<file path="src/rtl/mc_ctrl_pkg.sv">
// Shared constants and types for the multi-cycle MIPS main control.
// Optional macro MC_CTRL_ADDI_EN adds the addi instruction and its ADDI_EX state.
package mc_ctrl_pkg;

    // Opcodes taken from IR[31:26]
    localparam logic [5:0] OP_RTYPE = 6'b000000;
    localparam logic [5:0] OP_J     = 6'b000010;
    localparam logic [5:0] OP_BEQ   = 6'b000100;
    localparam logic [5:0] OP_ADDI  = 6'b001000;
    localparam logic [5:0] OP_ORI   = 6'b001101;
    localparam logic [5:0] OP_LW    = 6'b100011;
    localparam logic [5:0] OP_SW    = 6'b101011;

    // State encodings; INIT is zero, ADDI_EX takes the last slot
    localparam logic [3:0] S_INIT    = 4'd0;
    localparam logic [3:0] S_FETCH   = 4'd1;
    localparam logic [3:0] S_DECODE  = 4'd2;
    localparam logic [3:0] S_MEM_ADR = 4'd3;
    localparam logic [3:0] S_MEM_RD  = 4'd4;
    localparam logic [3:0] S_MEM_WB  = 4'd5;
    localparam logic [3:0] S_MEM_WR  = 4'd6;
    localparam logic [3:0] S_R_EX    = 4'd7;
    localparam logic [3:0] S_R_WB    = 4'd8;
    localparam logic [3:0] S_BRANCH  = 4'd9;
    localparam logic [3:0] S_ORI_EX  = 4'd10;
    localparam logic [3:0] S_IMM_WB  = 4'd11;
    localparam logic [3:0] S_JUMP    = 4'd12;
`ifdef MC_CTRL_ADDI_EN
    localparam logic [3:0] S_ADDI_EX = 4'd13;
`endif

    // Codes understood by the downstream ALU control
    localparam logic [2:0] ALU_ADD   = 3'b000;
    localparam logic [2:0] ALU_SUB   = 3'b001;
    localparam logic [2:0] ALU_OR    = 3'b010;
    localparam logic [2:0] ALU_RTYPE = 3'b100;

    // ALU B operand selects
    localparam logic [1:0] SRCB_REG     = 2'b00;
    localparam logic [1:0] SRCB_FOUR    = 2'b01;
    localparam logic [1:0] SRCB_IMM     = 2'b10;
    localparam logic [1:0] SRCB_IMM_SH2 = 2'b11;

    // PC source selects
    localparam logic [1:0] PCSRC_ALU    = 2'b00;
    localparam logic [1:0] PCSRC_ALUOUT = 2'b01;
    localparam logic [1:0] PCSRC_JUMP   = 2'b10;

    // Moore control word produced for each state
    typedef struct packed {
        logic       pc_write;
        logic       pc_write_cond;
        logic       i_or_d;
        logic       mem_read;
        logic       mem_write;
        logic       ir_write;
        logic       mem_to_reg;
        logic       reg_dst;
        logic       reg_write;
        logic       alu_src_a;
        logic [1:0] alu_src_b;
        logic       ext_op;
        logic [1:0] pc_source;
        logic [2:0] alu_op;
    } ctrl_t;

    // True for every opcode DECODE can dispatch
    function automatic logic op_known(input logic [5:0] op);
        logic k;
        k = (op == OP_RTYPE) || (op == OP_J) || (op == OP_BEQ) ||
            (op == OP_ORI) || (op == OP_LW) || (op == OP_SW);
`ifdef MC_CTRL_ADDI_EN
        k = k || (op == OP_ADDI);
`endif
        return k;
    endfunction

endpackage

</file>
<file path="src/rtl/mc_ctrl_outdec.sv">
// Combinational state -> control word decoder for the main control.
// Optional macro MC_CTRL_ADDI_EN adds the ADDI_EX row.
module mc_ctrl_outdec
    import mc_ctrl_pkg::*;
#(
    parameter int ST_W = 4
) (
    input  logic [ST_W-1:0] state_i,
    output ctrl_t           ctrl_o
);

    // Every field defaults to zero; each state raises only what it needs
    always_comb begin
        ctrl_o           = '0;
        ctrl_o.alu_src_b = SRCB_REG;
        ctrl_o.pc_source = PCSRC_ALU;
        ctrl_o.alu_op    = ALU_ADD;
        case (state_i)
            S_FETCH: begin
                ctrl_o.mem_read  = 1'b1;
                ctrl_o.ir_write  = 1'b1;
                ctrl_o.pc_write  = 1'b1;
                ctrl_o.alu_src_b = SRCB_FOUR;
            end
            S_DECODE: begin
                ctrl_o.alu_src_b = SRCB_IMM_SH2;
                ctrl_o.ext_op    = 1'b1;
            end
            S_MEM_ADR: begin
                ctrl_o.alu_src_a = 1'b1;
                ctrl_o.alu_src_b = SRCB_IMM;
                ctrl_o.ext_op    = 1'b1;
            end
            S_MEM_RD: begin
                ctrl_o.mem_read = 1'b1;
                ctrl_o.i_or_d   = 1'b1;
            end
            S_MEM_WB: begin
                ctrl_o.reg_write  = 1'b1;
                ctrl_o.mem_to_reg = 1'b1;
            end
            S_MEM_WR: begin
                ctrl_o.mem_write = 1'b1;
                ctrl_o.i_or_d    = 1'b1;
            end
            S_R_EX: begin
                ctrl_o.alu_src_a = 1'b1;
                ctrl_o.alu_op    = ALU_RTYPE;
            end
            S_R_WB: begin
                ctrl_o.reg_write = 1'b1;
                ctrl_o.reg_dst   = 1'b1;
            end
            S_BRANCH: begin
                ctrl_o.alu_src_a     = 1'b1;
                ctrl_o.alu_op        = ALU_SUB;
                ctrl_o.pc_write_cond = 1'b1;
                ctrl_o.pc_source     = PCSRC_ALUOUT;
            end
            S_ORI_EX: begin
                ctrl_o.alu_src_a = 1'b1;
                ctrl_o.alu_src_b = SRCB_IMM;
                ctrl_o.alu_op    = ALU_OR;
            end
            S_IMM_WB: begin
                ctrl_o.reg_write = 1'b1;
            end
            S_JUMP: begin
                ctrl_o.pc_write  = 1'b1;
                ctrl_o.pc_source = PCSRC_JUMP;
            end
`ifdef MC_CTRL_ADDI_EN
            S_ADDI_EX: begin
                ctrl_o.alu_src_a = 1'b1;
                ctrl_o.alu_src_b = SRCB_IMM;
                ctrl_o.ext_op    = 1'b1;
            end
`endif
            default: ;
        endcase
    end

endmodule

</file>
<file path="src/rtl/mc_main_control.sv">
// Main control FSM for the multi-cycle MIPS datapath.
// Optional macro MC_CTRL_ADDI_EN enables addi via the ADDI_EX state.
module mc_main_control
    import mc_ctrl_pkg::*;
#(
    parameter int OP_W = 6,
    parameter int ST_W = 4
) (
    input  logic            clk,
    input  logic            reset,
    input  logic [OP_W-1:0] op,
    input  logic            zero,
    output logic            pc_en,
    output logic            pc_write,
    output logic            pc_write_cond,
    output logic            i_or_d,
    output logic            mem_read,
    output logic            mem_write,
    output logic            ir_write,
    output logic            mem_to_reg,
    output logic            reg_dst,
    output logic            reg_write,
    output logic            alu_src_a,
    output logic [1:0]      alu_src_b,
    output logic            ext_op,
    output logic [1:0]      pc_source,
    output logic [2:0]      alu_op,
    output logic            illegal_op,
    output logic [ST_W-1:0] state
);

    logic [ST_W-1:0] state_q;
    logic [ST_W-1:0] state_d;
    ctrl_t           ctrl;

    // State register; reset aborts any instruction in flight
    always_ff @(posedge clk) begin
        if (reset) state_q <= S_INIT;
        else       state_q <= state_d;
    end

    // Next-state sequencing; stray encodings recover through FETCH
    always_comb begin
        state_d = S_FETCH;
        case (state_q)
            S_INIT:   state_d = S_FETCH;
            S_FETCH:  state_d = S_DECODE;
            S_DECODE: begin
                case (op)
                    OP_LW, OP_SW: state_d = S_MEM_ADR;
                    OP_RTYPE:     state_d = S_R_EX;
                    OP_BEQ:       state_d = S_BRANCH;
                    OP_ORI:       state_d = S_ORI_EX;
                    OP_J:         state_d = S_JUMP;
`ifdef MC_CTRL_ADDI_EN
                    OP_ADDI:      state_d = S_ADDI_EX;
`endif
                    default:      state_d = S_FETCH;
                endcase
            end
            S_MEM_ADR: begin
                if (op == OP_LW)      state_d = S_MEM_RD;
                else if (op == OP_SW) state_d = S_MEM_WR;
                else                  state_d = S_FETCH;
            end
            S_MEM_RD:  state_d = S_MEM_WB;
            S_R_EX:    state_d = S_R_WB;
            S_ORI_EX:  state_d = S_IMM_WB;
`ifdef MC_CTRL_ADDI_EN
            S_ADDI_EX: state_d = S_IMM_WB;
`endif
            default:   state_d = S_FETCH;
        endcase
    end

    mc_ctrl_outdec #(
        .ST_W    (ST_W)
    ) u_outdec (
        .state_i (state_q),
        .ctrl_o  (ctrl)
    );

    // Output drive: Moore word plus the zero- and op-dependent signals
    always_comb begin
        pc_write      = ctrl.pc_write;
        pc_write_cond = ctrl.pc_write_cond;
        i_or_d        = ctrl.i_or_d;
        mem_read      = ctrl.mem_read;
        mem_write     = ctrl.mem_write;
        ir_write      = ctrl.ir_write;
        mem_to_reg    = ctrl.mem_to_reg;
        reg_dst       = ctrl.reg_dst;
        reg_write     = ctrl.reg_write;
        alu_src_a     = ctrl.alu_src_a;
        alu_src_b     = ctrl.alu_src_b;
        ext_op        = ctrl.ext_op;
        pc_source     = ctrl.pc_source;
        alu_op        = ctrl.alu_op;
        pc_en         = ctrl.pc_write | (ctrl.pc_write_cond & zero);
        illegal_op    = (state_q == S_DECODE) && !op_known(op);
        state         = state_q;
    end

endmodule
</file>
<file path="config.mk">
export PLATFORM = sky130hd
export DESIGN_NAME = mc_main_control
export DESIGN_NICKNAME = d
export VERILOG_FILES = /design/src/rtl/mc_ctrl_pkg.sv /design/src/rtl/mc_ctrl_outdec.sv /design/src/rtl/mc_main_control.sv
export SDC_FILE = /design/constraint.sdc
export NUM_CORES = 1
export LEC_CHECK = 0
export CORE_MARGIN = 4
export CORE_UTILIZATION = 42
export DETAILED_ROUTE_END_ITERATION = 7
export GPL_TIMING_DRIVEN = 0
export PLACE_DENSITY = 0.84
export RECOVER_POWER = 50
export SLEW_MARGIN = 20
export SYNTH_ARGS = -nofsm -noshare
export SYNTH_HDL_FRONTEND = slang
export SYNTH_HIERARCHICAL = 1
export SYNTH_SLANG_ARGS = --single-unit
</file>
<file path="constraint.sdc">
create_clock -name clk -period 3.1 [get_ports clk]
set_clock_uncertainty 0.2 [all_clocks]
set_input_delay 0.93 -clock clk [delete_from_list [all_inputs] [get_ports clk]]
set_output_delay 0.93 -clock clk [all_outputs]
set_load 0.03 [all_outputs]
</file>
# ---- Word level (Yosys, flattened, before mapping)
# Cells that the tools add are included.
dict set report word_totals {
  latch_bits 0
  reg_bits 4
  romBits 0
  ram_bits 0
  word_cells 54
  memories 0
  out_inout_bits 24
}
dict set report classes {
  add_sub_neg 0
  shift 0
  mux 18
  eq_ne 17
  bitwise 2
  reduce_logical 16
  div_mod_pow 0
  n_mul 0
  magnitude_cmp 0
}
# operator n
set op_table {}
lappend op_table {{case mux 4 bit (6 select lines)} 1}
lappend op_table {{equality test 4 bit (second input constant)} 5}
lappend op_table {{case mux 4 bit (5 select lines)} 1}
lappend op_table {{equality test 4 x 3 -> 1 bit (second input constant)} 4}
lappend op_table {{equality test 6 bit (second input constant)} 2}
lappend op_table {{OR reduction 2 bit} 6}
lappend op_table {{two-way mux 1 bit} 11}
lappend op_table {{case mux 3 bit (3 select lines)} 1}
lappend op_table {{equality test 4 x 2 -> 1 bit (second input constant)} 2}
lappend op_table {{equality test 6 x 2 -> 1 bit (second input constant)} 1}
lappend op_table {{equality test 6 x 3 -> 1 bit (second input constant)} 1}
lappend op_table {{equality test 6 x 4 -> 1 bit (second input constant)} 1}
lappend op_table {{zero test 6 bit} 1}
lappend op_table {{two-way mux 3 bit} 2}
lappend op_table {{case mux 2 bit (3 select lines)} 1}
lappend op_table {{logical OR 1 bit} 5}
lappend op_table {{equality test 4 x 1 -> 1 bit (second input constant)} 1}
lappend op_table {{case mux 2 bit (2 select lines)} 1}
lappend op_table {{OR reduction 4 bit} 1}
lappend op_table {{OR reduction 3 bit} 1}
lappend op_table {{AND 1 bit} 1}
lappend op_table {{logical AND 1 bit} 1}
lappend op_table {{zero test 1 bit} 1}
lappend op_table {{OR 1 bit} 1}

# ---- Longest topological paths before layout
dict set report depth {
  word_depth 8
  depth_mapped 5
  ltp_nobuf 4
}

# ---- By module
# The synthesis kept the hierarchy.
# mod area_per_inst_um2 n_inst cells_each
set by_module_without_submodules {}
lappend by_module_without_submodules {mc_main_control 405.4 1 54}
lappend by_module_without_submodules {mc_ctrl_outdec 234.0 1 35}

# ---- Worst setup path after synthesis
# No wires, ideal clock.
dict set report synth_path {
  path_type {register to output}
  start {register state_q[0] (netlist: state[0])}
  end {output port pc_en}
  path_stages_with_launch 6
  slack_ns -0.004
  arrival_time_ns 1.974
  n_path_buf 2
  cell_sequence {dfxtp_1 buf_2 nand2b_2 nor2_1 buf_4 a21o_1}
}
dict set report synth_via {
  elab_chain_len 4
  elab_cells_between_ends 8
  classes_between {eq/ne: 3; mux: 2; bitwise: 2; reduce/logical: 1}
}
# element line_no
set synth_lines {}
lappend synth_lines {{start: declaration} mc_main_control.sv:32} ;# logic [ST_W-1:0] state_q;
lappend synth_lines {{start signal: assignment} mc_main_control.sv:39} ;# else state_q <= state_d;
lappend synth_lines {{equality test 4 bit} mc_ctrl_outdec.sv:18} ;# case (state_i)
lappend synth_lines {{two-way mux 1 bit} mc_ctrl_outdec.sv:18}
lappend synth_lines {{via pc_write_cond} mc_main_control.sv:15} ;# output logic pc_write_cond,
lappend synth_lines {{AND 1 bit} mc_main_control.sv:99} ;# pc_en = ctrl.pc_write | (ctrl.pc_write_cond & zero);
lappend synth_lines {{OR 1 bit} mc_main_control.sv:99}
lappend synth_lines {{end: declaration} mc_main_control.sv:13} ;# output logic pc_en,
# The timed path passes the listed nets, and every way through them passes these cells.

# ---- Worst setup path after layout
dict set report layout_path {
  start {input port op[5]}
  end {output port illegal_op}
}
dict set report layout_via {
  elab_chain_len 8
  elab_cells_between_ends 13
  classes_between {eq/ne: 5; reduce/logical: 8}
}
# element line_no
set layout_lines {}
lappend layout_lines {{start: declaration} mc_main_control.sv:11} ;# input logic [OP_W-1:0] op,
lappend layout_lines {{equality test 6 x 2 -> 1 bit or zero test 6 bit (tied branches)} mc_ctrl_pkg.sv:70} ;# k = (op == OP_RTYPE) || (op == OP_J) || (op == OP_BEQ) ||
lappend layout_lines {{logical OR 1 bit (3 in series)} mc_ctrl_pkg.sv:70}
lappend layout_lines {{logical OR 1 bit} mc_ctrl_pkg.sv:71} ;# (op == OP_ORI) || (op == OP_LW) || (op == OP_SW);
lappend layout_lines {{logical OR 1 bit *} mc_ctrl_pkg.sv:71}
lappend layout_lines {{zero test 1 bit *} mc_main_control.sv:100} ;# illegal_op = (state_q == S_DECODE) && !op_known(op);
lappend layout_lines {{logical AND 1 bit *} mc_main_control.sv:100}
lappend layout_lines {{end: declaration} mc_main_control.sv:28} ;# output logic illegal_op,
# Every way passes the cells marked *; elsewhere a longest branch is shown, timed or not.

==> summary.md <==
• 0.448 nW — leakage power
• sky130_fd_sc_hd__dfxtp_1, sky130_fd_sc_hd__nor2_1, sky130_fd_sc_hd__a211oi_1, sky130_fd_sc_hd__buf_6, sky130_fd_sc_hd__nand3b_1 — top cells by area, synth
• 135 — number of instances in the placed design
• 33 — number of top-level design ports
• 0% — proportion of synthesized area in mux cells
• 13 — std cell rows
• 39 — number of distinct library cell variants in the gate-level netlist after synthesis
• 0 — count of maximum capacitance violations
• 2 — number of buffer and inverter instances along the worst setup path
• 1760 um — total length of routed wires
• 0 — hold-fix buffers at CTS
• 0.390 ns — pin slew with the least headroom to its limit
• 17.4% — gr usage total
• simple AND/OR/NAND/NOR gates — dominant combinational cell family by area after synthesis
• yes — RSZ-0062 raised after global routing
• 0 — fin. max-slew vios
• input pin to output port — critical path class
• 0.29 ns — largest incremental delay on the critical path
• 3.12 ns — post-layout minimum cycle time
• 796 — number of vias after detailed routing
• 43.4% — simple logic cell fraction of the synthesized area
• 3 — CTS Buf Count
• finished with violations — status
• 47.0 um — floorplan die width
• 321 MHz — maximum frequency from static timing analysis
• compound AO/OA/AOI/OAI gates — critical path's top delay family
• 218 mW/mm^2 — Pwr per Cell Area
• 0 — global-route congestion overflow total
• 1.97 ns — required time of the critical path
• 2900 um — first-pass GRT wire length
• 1 — Final Setup Violations
• 1 — maximum level of the CTS H-tree
• 0.00137 mm^2 — placeable core area
• 46.8% — Initial Util
• dlygate4sd2_1, o31ai_2, a21oi_1, o211a_1, buf_2 — series of cell instances along the critical path
• 1410 um — half-perimeter wire length after detailed placement
• 0.262 mV — worst vdd ir
• 0 — count of final hold-check violations
• 0.23 ns — Clock Latency Late Sink
• 74.1% — Slew Limit Headroom
• 5.77 — vias per inst
• 0.928 — GPL Wtd Cong
• 126 — Filler Cell Count
• 4 — sink count of the clock tree
• output port — endpoint kind of the worst setup timing path
• 12.5% — portion of the post-synthesis area used by sequential elements
• 29.4% — Synth Area in Compound Gates
• sky130_fd_sc_hd__dfxtp_1 — most used flip-flop cell after synthesis
• 21.1% — fraction of layout instances using a drive strength above 1
• 971 um^2 — Placement Cell Area
• 2 — number of buffers between clock root and the deepest sink
• 15 — maximum number of pins on one net before global-route repair
• 0% — share of flip-flops with an asynchronous set or reset after synthesis
• 639 um^2 — post-synthesis instance area
• 0 — number of design rule violations left after detail routing
• flop to flop — path category of the worst min-delay check
• 0% — Post-Synth Adder-Cell Area
• -0.826 ns — Worst Setup Slack post-DPL
• 12.8 um — post-DR wirelength/cell
• 0 — initial antenna violation count
• 4 — flip-flop count of the largest register, all copies and words added
• 4 — critical path fanouts, max
• 1.42 ns — R2R setup slack
• -0.0177 ns — worst setup margin
• setup timing — violated checks
• 962 um^2 — final design area excluding fillers
• 83.8 um^2 — Seq. cell area
• 134 — Layout Nets
• yes — TritonCTS clock tree
• 89 — synthesized instance count
• 1.99 ns — data arrival time of the critical path
• sky130_fd_sc_hd__clkbuf_4 — clock root buffer
• 0 — count of flip-flops with a built-in enable after synthesis
• sky130_fd_sc_hd__nor2_1, sky130_fd_sc_hd__clkdlybuf4s50_1, sky130_fd_sc_hd__dlygate4sd2_1, sky130_fd_sc_hd__buf_2 — commonest cells after routing, fill and taps aside
• 0.03 ns — clock transition at the registers of the reported paths
• 47.0 um — vertical extent of the die
• 98 — Post-Syn Nets
• 0 — ANT cells
• 6 — Synthesis Warnings
• 101% — final clock period utilization by the worst path
• 4 — register bit total from synthesis
• sky130_fd_sc_hd__dlygate4sd2_1 — crit path max-delay cell type
• 12.5% — post-synth top area share
• 4 — Pre-antenna DRT Iters
• input pin — Critical Path Start Type
• 494 um^2 — total area of multi-input combinational cells
• 13 — number of DRC violations after detailed-routing iteration 0
• 31 — I/O Buffers
• sky130_fd_sc_hd__dfxtp_1 — Yosys top cell by area
• 70.4% — utilization of the core after routing
• 0.00221 mm^2 — overall die area
• sky130_fd_sc_hd__nor2_1 — most common library cell in the layout ignoring fill and taps
• 138 — final instance count without filler cells
• 0 — ANT nets after route
• 7.18 um^2 — mean cell area of the mapped netlist
• 2.74% — fraction of synthesized cell area in xor and xnor cells
• 722 — number of global-route vias before repair
• 50.5% — Area Overhead vs Synth
## logic make-up (layout without fill, tap and decap cells)
| kind of cell | Yosys count | in the layout |
|---|---|---|
| xor+xnor | 2 | 2 |
| flops | 4 | 4 |
| buf+inv | 13 | 47 |
| compound gates | 25 | 25 |
| simple gates | 45 | 45 |
## per-layer routing
layer	vias up	GRT usage (%)	routed length (um)
li1	401	-	-
met1	354	20.2	738
met2	39	31.7	806
met3	2	5.36	200
met4	0	2.76	18
met5	-	0	0
## what timing repair did
action,CTS,global route
endpoints found under the setup margin,9,14
cloned,0,0
pin swaps,1,1
resized for setup,20,12
buffers inserted,0,0
## final timing paths
check / cells past startpoint / start / endpoint
setup / recovery: 5 / op[5] / illegal_op
hold / removal: 2 / state[1] / state[2]
setup reg to reg: 5 / state[0] / state[1]
hold reg to reg: 2 / state[1] / state[2]
## area by class of cell
cell class              instances  share of cell area [%]
clock buffers                   3                    2.34
multi-input cells              72                    51.4
inverters                       5                    1.95
repair buffers                 31                    27.7
flip-flops and latches          4                    8.71
well taps                      15                    1.95
plain buffers                   8                    5.98
## metrics by stage
stage / setup TNS [ns] / hold WS, ns / total power (W)
floorplan: 0 / 0.468 / 0.000116
global placement: -0.955 / 0.384 / 0.000153
detailed placement: -0.999 / 0.412 / 0.000155
CTS: -0.177 / 0.411 / 0.000217
global route: -0.0651 / 0.369 / 0.000224
finish: -0.0177 / 0.345 / 0.000210
## Yosys cell counts, types with 2 or more instances
master	n
sky130_fd_sc_hd__nand4b_1	2
sky130_fd_sc_hd__buf_4	2
sky130_fd_sc_hd__a21oi_1	4
sky130_fd_sc_hd__o211a_1	2
sky130_fd_sc_hd__dfxtp_1	4
sky130_fd_sc_hd__nor2_1	12
sky130_fd_sc_hd__buf_6	2
sky130_fd_sc_hd__a211oi_1	4
sky130_fd_sc_hd__nand2b_1	3
sky130_fd_sc_hd__nand3b_1	3
sky130_fd_sc_hd__o31ai_1	2
sky130_fd_sc_hd__o21ai_0	2
sky130_fd_sc_hd__a21o_1	2
sky130_fd_sc_hd__nand3_1	2
sky130_fd_sc_hd__nand2_1	5
sky130_fd_sc_hd__inv_1	5
sky130_fd_sc_hd__buf_2	4
sky130_fd_sc_hd__xnor2_1	2
sky130_fd_sc_hd__nor2b_1	3
sky130_fd_sc_hd__nand4_1	3
sky130_fd_sc_hd__nor3_1	3
## worst reg2reg max path, delay by kind of cell (launching register included)
kind	cells	cell delay (ns)
buf+inv	1	0.17
compound gates	3	0.51
flops	1	0.42
simple gates	1	0.28
## where the power goes
group,switching [W],internal (W),total [W]
clock network,0.0000192,0.0000432,0.0000624
registers,0.00000318,0.0000536,0.0000568
logic,0.0000540,0.0000368,0.0000909
total,0.0000765,0.000134,0.000210
Power figures use the tool's default switching activity.
